File: src/rtl/row_buf_ctrl.sv
// row_buf_ctrl: ping-pong row buffer controller between uart_bus and a
// two-bank line RAM. RX bytes fill the free bank, full banks are handed to
// the display reader, and every freed bank returns one ACK byte over UART TX.
// Build option: define ROW_CKSUM_EN to follow each ACK with the mod-256 sum
// of the freed row's bytes.
//
// bank state | meaning
// B_FREE     | bank empty, may be claimed by the write side
// B_FILLING  | write side is storing bytes of a row into it
// B_FULL     | complete row waiting for the display
// B_READING  | display owns it until show_row_done
//
// tx state   | meaning
// T_IDLE     | waiting for a pending ACK and tx_ready
// T_ACK      | ACK strobe on tx_data_valid
// T_WLO      | waiting for uart_bus to drop tx_ready
// T_WHI      | waiting for tx_ready to return
// T_SUM      | checksum strobe (ROW_CKSUM_EN only)
// T_SLO      | checksum byte: waiting for tx_ready low
// T_SHI      | checksum byte: waiting for tx_ready high
module row_buf_ctrl #(
    parameter int unsigned ROW_LEN  = 480,
    parameter int unsigned ROWS     = 320,
    parameter int unsigned ADDR_W   = 9,
    parameter logic [7:0]  ACK_BYTE = 8'h41
) (
    input  logic              clk,
    input  logic              rst_n,
    input  logic              rx_data_valid,
    input  logic [7:0]        rx_data,
    output logic              ram_we,
    output logic              ram_wbank,
    output logic [ADDR_W-1:0] ram_waddr,
    output logic [7:0]        ram_wdata,
    output logic              rd_valid,
    output logic              rd_bank,
    input  logic              show_row_done,
    input  logic              tx_ready,
    output logic              tx_data_valid,
    output logic [7:0]        tx_data,
    output logic [8:0]        row_idx,
    output logic              frame_done,
    output logic              overrun
);

    localparam logic [ADDR_W-1:0] LAST_PTR = ADDR_W'(ROW_LEN - 1);
    localparam logic [8:0]        ROW_LAST = 9'(ROWS - 1);

    typedef enum logic [1:0] {
        B_FREE    = 2'd0,
        B_FILLING = 2'd1,
        B_FULL    = 2'd2,
        B_READING = 2'd3
    } bank_t;

    typedef enum logic [2:0] {
        T_IDLE = 3'd0,
        T_ACK  = 3'd1,
        T_WLO  = 3'd2,
        T_WHI  = 3'd3
`ifdef ROW_CKSUM_EN
        ,
        T_SUM  = 3'd4,
        T_SLO  = 3'd5,
        T_SHI  = 3'd6
`endif
    } tx_st_t;

    bank_t             bank_st   [2];
    bank_t             bank_st_n [2];
    logic              wr_have, wr_have_n;
    logic              wr_bank, wr_bank_n;
    logic [ADDR_W-1:0] wr_ptr, wr_ptr_n;
    logic              rd_valid_n, rd_bank_n;
    logic              eff_have, eff_bank, other_bank;
    logic              byte_ok, row_last, free_evt;
    logic [1:0]        ack_pend;
    logic              ack_inc, ack_dec;
    tx_st_t            tx_st, tx_st_n;

    // Effective write bank: when stalled, a bank that has gone FREE is usable at once.
    always_comb begin
        eff_have = wr_have;
        eff_bank = wr_bank;
        if (!wr_have) begin
            if (bank_st[0] == B_FREE) begin
                eff_have = 1'b1;
                eff_bank = 1'b0;
            end else if (bank_st[1] == B_FREE) begin
                eff_have = 1'b1;
                eff_bank = 1'b1;
            end
        end
        other_bank = ~eff_bank;
    end

    assign byte_ok  = rx_data_valid & eff_have;
    assign row_last = byte_ok && (wr_ptr == LAST_PTR);
    assign free_evt = show_row_done & rd_valid;
    assign ack_inc  = free_evt;
    assign ack_dec  = (tx_st == T_ACK);

    // Bank bookkeeping: write fill/complete, display claim, display release.
    always_comb begin
        bank_st_n[0] = bank_st[0];
        bank_st_n[1] = bank_st[1];
        wr_have_n    = eff_have;
        wr_bank_n    = eff_bank;
        wr_ptr_n     = wr_ptr;
        rd_valid_n   = rd_valid;
        rd_bank_n    = rd_bank;

        if (byte_ok) begin
            if (row_last) begin
                bank_st_n[eff_bank] = B_FULL;
                wr_ptr_n            = '0;
                // A bank freed in this same cycle counts as free for the hand-over.
                if ((bank_st[other_bank] == B_FREE) || (free_evt && (rd_bank == other_bank))) begin
                    wr_bank_n = other_bank;
                end else begin
                    wr_have_n = 1'b0;
                end
            end else begin
                bank_st_n[eff_bank] = B_FILLING;
                wr_ptr_n            = wr_ptr + ADDR_W'(1);
            end
        end

        if (free_evt) begin
            bank_st_n[rd_bank] = B_FREE;
            rd_valid_n         = 1'b0;
        end else if (!rd_valid) begin
            // Only one bank can be FULL while the reader is idle, so the
            // bank-0 preference also yields strict oldest-first order.
            if (bank_st[0] == B_FULL) begin
                rd_valid_n   = 1'b1;
                rd_bank_n    = 1'b0;
                bank_st_n[0] = B_READING;
            end else if (bank_st[1] == B_FULL) begin
                rd_valid_n   = 1'b1;
                rd_bank_n    = 1'b1;
                bank_st_n[1] = B_READING;
            end
        end
    end

    // Bank, write-pointer and reader state registers.
    always_ff @(posedge clk or negedge rst_n) begin
        if (!rst_n) begin
            bank_st[0] <= B_FREE;
            bank_st[1] <= B_FREE;
            wr_have    <= 1'b1;
            wr_bank    <= 1'b0;
            wr_ptr     <= '0;
            rd_valid   <= 1'b0;
            rd_bank    <= 1'b0;
        end else begin
            bank_st[0] <= bank_st_n[0];
            bank_st[1] <= bank_st_n[1];
            wr_have    <= wr_have_n;
            wr_bank    <= wr_bank_n;
            wr_ptr     <= wr_ptr_n;
            rd_valid   <= rd_valid_n;
            rd_bank    <= rd_bank_n;
        end
    end

    // RAM write port, one cycle behind the accepted RX byte; sticky overrun.
    always_ff @(posedge clk or negedge rst_n) begin
        if (!rst_n) begin
            ram_we    <= 1'b0;
            ram_wbank <= 1'b0;
            ram_waddr <= '0;
            ram_wdata <= '0;
            overrun   <= 1'b0;
        end else begin
            ram_we <= byte_ok;
            if (byte_ok) begin
                ram_wbank <= eff_bank;
                ram_waddr <= wr_ptr;
                ram_wdata <= rx_data;
            end
            if (rx_data_valid && !eff_have) begin
                overrun <= 1'b1;
            end
        end
    end

    // Row counter within the frame and end-of-frame pulse.
    always_ff @(posedge clk or negedge rst_n) begin
        if (!rst_n) begin
            row_idx    <= '0;
            frame_done <= 1'b0;
        end else begin
            frame_done <= free_evt && (row_idx == ROW_LAST);
            if (free_evt) begin
                row_idx <= (row_idx == ROW_LAST) ? 9'd0 : row_idx + 9'd1;
            end
        end
    end

    // Pending ACK credit: saturates at two, simultaneous inc/dec cancel.
    always_ff @(posedge clk or negedge rst_n) begin
        if (!rst_n) begin
            ack_pend <= 2'd2;
        end else begin
            case ({ack_inc, ack_dec})
                2'b10:   if (ack_pend != 2'd2) ack_pend <= ack_pend + 2'd1;
                2'b01:   ack_pend <= ack_pend - 2'd1;
                default: ack_pend <= ack_pend;
            endcase
        end
    end

`ifdef ROW_CKSUM_EN
    logic [7:0] row_sum, row_sum_n;
    logic [7:0] bank_sum [2];
    logic [7:0] sum_q0, sum_q1, sum_out;

    assign row_sum_n = ((wr_ptr == '0) ? 8'd0 : row_sum) + rx_data;

    // Running row sum, latched per bank when the row completes.
    always_ff @(posedge clk or negedge rst_n) begin
        if (!rst_n) begin
            row_sum     <= '0;
            bank_sum[0] <= '0;
            bank_sum[1] <= '0;
        end else if (byte_ok) begin
            row_sum <= row_sum_n;
            if (row_last) begin
                bank_sum[eff_bank] <= row_sum_n;
            end
        end
    end

    // Two-deep checksum queue kept in step with ack_pend; the reset credits carry zero.
    always_ff @(posedge clk or negedge rst_n) begin
        if (!rst_n) begin
            sum_q0  <= '0;
            sum_q1  <= '0;
            sum_out <= '0;
        end else begin
            if (ack_dec) begin
                sum_out <= sum_q0;
            end
            case ({ack_inc, ack_dec})
                2'b11: begin
                    if (ack_pend == 2'd1) begin
                        sum_q0 <= bank_sum[rd_bank];
                    end else begin
                        sum_q0 <= sum_q1;
                        sum_q1 <= bank_sum[rd_bank];
                    end
                end
                2'b01: sum_q0 <= sum_q1;
                2'b10: begin
                    if (ack_pend == 2'd0) begin
                        sum_q0 <= bank_sum[rd_bank];
                    end else if (ack_pend == 2'd1) begin
                        sum_q1 <= bank_sum[rd_bank];
                    end
                end
                default: sum_q0 <= sum_q0;
            endcase
        end
    end
`endif

    // TX FSM state register.
    always_ff @(posedge clk or negedge rst_n) begin
        if (!rst_n) begin
            tx_st <= T_IDLE;
        end else begin
            tx_st <= tx_st_n;
        end
    end

    // TX FSM next state and strobe.
    always_comb begin
        tx_st_n       = tx_st;
        tx_data_valid = 1'b0;
        case (tx_st)
            T_IDLE: if ((ack_pend != 2'd0) && tx_ready) tx_st_n = T_ACK;
            T_ACK: begin
                tx_data_valid = 1'b1;
                tx_st_n       = T_WLO;
            end
            T_WLO: if (!tx_ready) tx_st_n = T_WHI;
`ifdef ROW_CKSUM_EN
            T_WHI: if (tx_ready) tx_st_n = T_SUM;
            T_SUM: begin
                tx_data_valid = 1'b1;
                tx_st_n       = T_SLO;
            end
            T_SLO: if (!tx_ready) tx_st_n = T_SHI;
            T_SHI: if (tx_ready) tx_st_n = T_IDLE;
`else
            T_WHI: if (tx_ready) tx_st_n = T_IDLE;
`endif
            default: tx_st_n = T_IDLE;
        endcase
    end

    // TX byte is loaded on entry to a strobe state and held until the next one.
    always_ff @(posedge clk or negedge rst_n) begin
        if (!rst_n) begin
            tx_data <= '0;
        end else if (tx_st_n == T_ACK) begin
            tx_data <= ACK_BYTE;
`ifdef ROW_CKSUM_EN
        end else if (tx_st_n == T_SUM) begin
            tx_data <= sum_out;
`endif
        end
    end

endmodule

File: config.mk
export PLATFORM = sky130hd
export DESIGN_NAME = row_buf_ctrl
export DESIGN_NICKNAME = d
export VERILOG_FILES = /design/src/rtl/row_buf_ctrl.sv
export SDC_FILE = /design/constraint.sdc
export NUM_CORES = 1
export LEC_CHECK = 0
export BUFFER_PORTS_ARGS = -buffer_cell sky130_fd_sc_hd__buf_4
export CAP_MARGIN = 0
export CORE_UTILIZATION = 50
export DETAILED_ROUTE_END_ITERATION = 10
export PLACE_DENSITY = 0.74
export SLEW_MARGIN = 20
export SYNTH_ARGS = -nofsm -noshare
export SYNTH_HDL_FRONTEND = slang
export SYNTH_SLANG_ARGS = --single-unit
File: constraint.sdc
create_clock -name clk -period 2.75 [get_ports clk]
set_clock_uncertainty 0.2 [all_clocks]
set_input_delay 0.825 -clock clk [delete_from_list [all_inputs] [get_ports clk]]
set_output_delay 0.825 -clock clk [all_outputs]
set_load 0.02 [all_outputs]
**Word level (Yosys, flattened, before mapping)**

Cells that the tools add are included.

- Memories: 0
- Register bits: 53
- Memory bits (writable): 0
- Latch bits: 0
- Word-level logic and storage cells: 114
- ROM bits: 0
- Output and inout bits: 41

- Mux-type cells: 41
- Order comparisons: 5
- Bitwise operators: 16
- Multiply operators: 0
- Add/subtract/negate cells: 4
- Shift-type cells: 0
- Equality and inequality tests: 13
- Reductions and logical operators: 18
- Div/mod/pow operators: 0

Operators with widths:

| operator | count |
|---|---|
| 1-bit 2-to-1 mux | 19 |
| 9-bit by 1-bit adder with 9-bit output (second input constant) | 2 |
| 9-bit == test (second input constant) | 2 |
| 2-bit 2-to-1 mux | 9 |
| 9-bit 2-to-1 mux | 2 |
| 4-bit 2-to-1 mux | 4 |
| 3-bit case mux with 4 select lines | 1 |
| 3-bit 2-to-1 mux | 3 |
| 1-bit logical AND | 7 |
| 2-bit == test (second input constant) | 3 |
| 3-bit by 1-bit == test with 1-bit output (second input constant) | 2 |
| 3-bit by 2-bit == test with 1-bit output (second input constant) | 2 |
| 2-bit >= comparator (second input constant) | 3 |
| 2-bit logical NOT | 3 |
| 1-bit NOT with 2-bit output | 3 |
| 2-bit nonzero test | 3 |
| 2-bit bitwise AND | 2 |
| 4-bit bitwise AND | 1 |
| 2-bit demux with 1-bit select | 2 |
| 2-bit by 1-bit < comparator with 1-bit output (second input constant) | 2 |
| 2-bit != test (second input constant) | 2 |
| 2-bit NOT | 2 |
| 4-bit NOT | 1 |
| 2-bit OR | 2 |
| 12 further kinds | 15 |

**Depth between registers and ports, before layout**

- Depth after elaboration: 17
- Gate-level depth with buffers: 6

**Worst setup path after synthesis**

OpenSTA, ideal clock, no wires.

- Path kind: in2reg
- From: input port show_row_done
- To: register row_idx[8]
- Data arrival time: 1650 ps
- Library setup time: 121 ps
- Stages on the path: 5
- Slack: 779 ps
- Data required time: 2429 ps
- Path buffers: 1
- Cells stage by stage: nand2_1 buf_6 nor3_1 o21ai_0 a22o_1

- Word-level cells in the longest chain between the ends: 1

Ends and longest elaborated chain:

| item | line | RTL |
|---|---|---|
| from (decl) | 37 | `input logic show_row_done,` |
| 1-bit bitwise AND | 99 | `assign free_evt = show_row_done & rd_valid;` |
| to (signal assigned) | 197 | `row_idx <= (row_idx == ROW_LAST) ? 9'd0 : row_idx + 9'd1;` |
| to (decl) | 41 | `output logic [8:0] row_idx,` |

Every way passes these cells.
A chain may end at the register's enable or synchronous reset.

**Worst setup path in the final report**

- From: register tx_st[2]
- To: output port tx_data_valid

- Word-level cells in the longest chain between the ends: 2

Ends and longest elaborated chain:

| item | line | RTL |
|---|---|---|
| from (decl) | 79 | `tx_st_t tx_st, tx_st_n;` |
| from (signal assigned) | 274 | `tx_st <= tx_st_n;` |
| 3-bit by 1-bit == test with 1-bit output | 282 | `case (tx_st)` |
| 1-bit 2-to-1 mux | 282 |  |
| to (decl) | 39 | `output logic tx_data_valid,` |

Every way passes these cells.

==> impl_metrics.toml <==
[setup_path]
cp-start-kind = "flop"
critPathArrivalTime_ns = 1.37
end_kind = "output pin"
crit_chain = "nor3b_2, buf_4"
crit_path_max_fanout = 6
critPathRequiredTime_ns = 1.73
path_class = "flop to output pin"
slowest_stage = "dfrtp_1"
max_stage_delay_ns = 0.42

[sta]
max_freq_mhz = 417.1
tightest_slew_ns = 0.6471
drv_slew = 0
period_share_pct = 87.18
rsz0062_at_grt = "no"
relSlewSlack_pct = 56.86
hold_viol = 0
holdWs_ns = 0.2652
setup_violations = 0
setup_tns_ns = 0
fin_crit_ns = 2.398

[clock_network]
clk_latency_ns = 0.30
cts_setup_buffers = 0
cts_hold_buffers = 0
cts_resized = 0
clkTransAtPathRegs_ns = 0.09
clock-sinks = 53
clk_path_buf_depth = 2
cts-buffers-inserted = 5
h-tree-depth = 2
root_buffer = "clkbuf_8"
cts_tree = "built"

[routing]
drc = 0
drt-pass1-iter-count = 4
drt-met1-wl_microns = 2111
routedWlPerCell_microns = 12.04
wl_met2_microns = 2022
ant_nets = 0
drtIter0Drc = 81
vias = 1858
top_layer = "met4"
wl_microns = 4372
route.met3.wl_microns = 213
vias_per_cell = 5.118

[logic_synthesis]
avgSynthCellArea_sq_um = 10.11
netlist_area_sq_um = 2507
synthCells = 248
ys.warnings.count = 0
synth-edff-count = 0
synth_flop_cell = "dfrtp_1"
ys_seq_area_share_pct = 52.99
async_flop_share_pct = 100.0
ys_seq_elements = 53
synth_cell_types = 57

[layout]
drive_above_1_share_pct = 25.34
area_growth_pct = 18.16
nets = 310
antenna_cells = 0

[min_path]
hold_class = "flop to flop"

[floorplanning]
dieArea_sq_um = 5302
core-area_sq_um = 4786
start_util_pct = 52.39
pin_count = 54
rows = 25
fp.dieW_microns = 72.82
die_h_microns = 72.82

[placement]
port_buffers = 47
hpwl_microns = 3089
gp_congestion = 0.7804

[outcome]
outcome = "finished, final reports clean"

[global_routing]
globalRouteTotalUtil_pct = 17.84
grt_max_degree = 54
grt_pass1_wl_microns = 7307
grt_antenna_before_repair = 0
grt-ovfl-total = 0
first_global_vias = 1584

[power_and_ir_drop]
power_density_nw_per_um2 = 663.1
leakage_nw = 1.455
peakVddDrop_mv = 0.4828

[job]
max-cap-violations = 0
-- worst max-delay path, delay by kind of cell, from the launching register on --
kind                   cells  cell delay [ns]
buffers and inverters      1             0.22
and+or+nand+nor            1             0.42
DFF                        1             0.42
-- flip-flops by register name (all words and copies together) (netlist names), 2 cells and up --
register   cells
ram_waddr      9
row_idx        9
wr_ptr         9
ram_wdata      8
bank_st        4
tx_st          3
ack_pend       2
-- power breakdown --
group,internal [mW],switching [mW],leakage [nW]
combinational,0.210,0.259,0.764
sequential,0.919,0.157,0.647
clock,0.176,0.244,0.0439
-- Yosys cell counts (3+ instances only) --
library cell	n	area, sq um
nor3_1	7	35.03
nand2b_1	3	18.77
and3_1	3	18.77
dfrtp_1	51	1276
nand2_1	67	251.5
nand3_1	8	40.04
a21oi_1	9	45.04
xnor2_1	7	61.31
nor2_1	7	26.28
inv_1	8	30.03
o31ai_1	3	22.52
buf_4	8	60.06
buf_2	3	15.01
o21ai_0	12	60.06
-- placed cells by master, fill, tap and decap left out, types with 2 or more instances in the layout --
| cell | Yosys | routed |
|---|---|---|
| mux2i_1 | 2 | 2 |
| nand2b_1 | 3 | 3 |
| nor2_1 | 7 | 7 |
| nand3b_1 | 2 | 2 |
| dfstp_2 | 2 | 2 |
| clkinv_2 | 0 | 2 |
| buf_4 | 8 | 48 |
| nand3_1 | 8 | 8 |
| and3_1 | 3 | 3 |
| conb_1 | 1 | 7 |
| ha_1 | 2 | 2 |
| dfrtp_1 | 51 | 51 |
| o211ai_1 | 2 | 2 |
| nand2_1 | 67 | 67 |
| o21ai_0 | 12 | 12 |
| clkbuf_8 | 0 | 5 |
| a21o_2 | 2 | 2 |
| inv_1 | 8 | 8 |
| xnor2_1 | 7 | 7 |
| nor3_1 | 7 | 7 |
| o31ai_1 | 3 | 3 |
| or3_1 | 2 | 2 |
| a22o_1 | 2 | 2 |
| a21oi_1 | 9 | 9 |
-- through the flow --
| step | std cells | setup slack (ns) | area, sq um | power [mW] | utilization (%) |
|---|---|---|---|---|---|
| after global placement | 354 | 0.2324 | 2865 | 1.550 | 59.87 |
| after floorplan | 254 | 0.7787 | 2530 | 1.363 | - |
| after CTS | 362 | 0.1652 | 2952 | 1.996 | 61.67 |
| final | 363 | 0.3525 | 2963 | 1.965 | 61.91 |
| after detailed placement | 354 | 0.1806 | 2865 | 1.565 | 59.87 |
| after global routing | 363 | 0.2956 | 2963 | 2.091 | 61.91 |
-- final timing paths --
check / from / to / slack, ns / cells past startpoint
worst min register to register: overrun / overrun / 0.27 / 1
worst min-delay path: overrun / overrun / 0.27 / 1
worst max-delay path: tx_st[2] / tx_data_valid / 0.35 / 2
max in group asynchronous: rst_n / wr_ptr[7] / 1.58 / 1
min in group asynchronous: rst_n / ram_waddr[2] / 0.35 / 1
worst max register to register: bank_st[1] / ram_wdata[2] / 0.68 / 7
-- per-layer routing --
metal	track usage (%)	up-vias
met4	5.882	0
li1	-	930
met5	0	-
met1	24.93	881
met3	4.696	4
met2	27.10	43
-- cells by family (layout without fill, tap and decap cells) --
| kind of cell | after synthesis | after routing | synth area share (%) |
|---|---|---|---|
| compound gates | 47 | 47 | 14.22 |
| xor+xnor | 7 | 7 | 2.445 |
| fa+ha+maj | 2 | 2 | 0.9978 |
| buf+inv | 23 | 65 | 5.539 |
| flops | 53 | 53 | 52.99 |
| mux | 3 | 3 | 1.248 |
| other cells | 1 | 7 | 0.1496 |
| simple gates | 112 | 112 | 22.41 |
-- layout make-up --
type                       instances  area [sq um]
clock buffer                       5         68.82
clock inverter                     3         17.52
fill                             423          1823
inverter                           8         30.03
multi-input combinational        178          1062
sequential                        53          1329
tap                               67         83.83
timing repair buffer              49         371.6
Power figures use the tool's default switching activity.
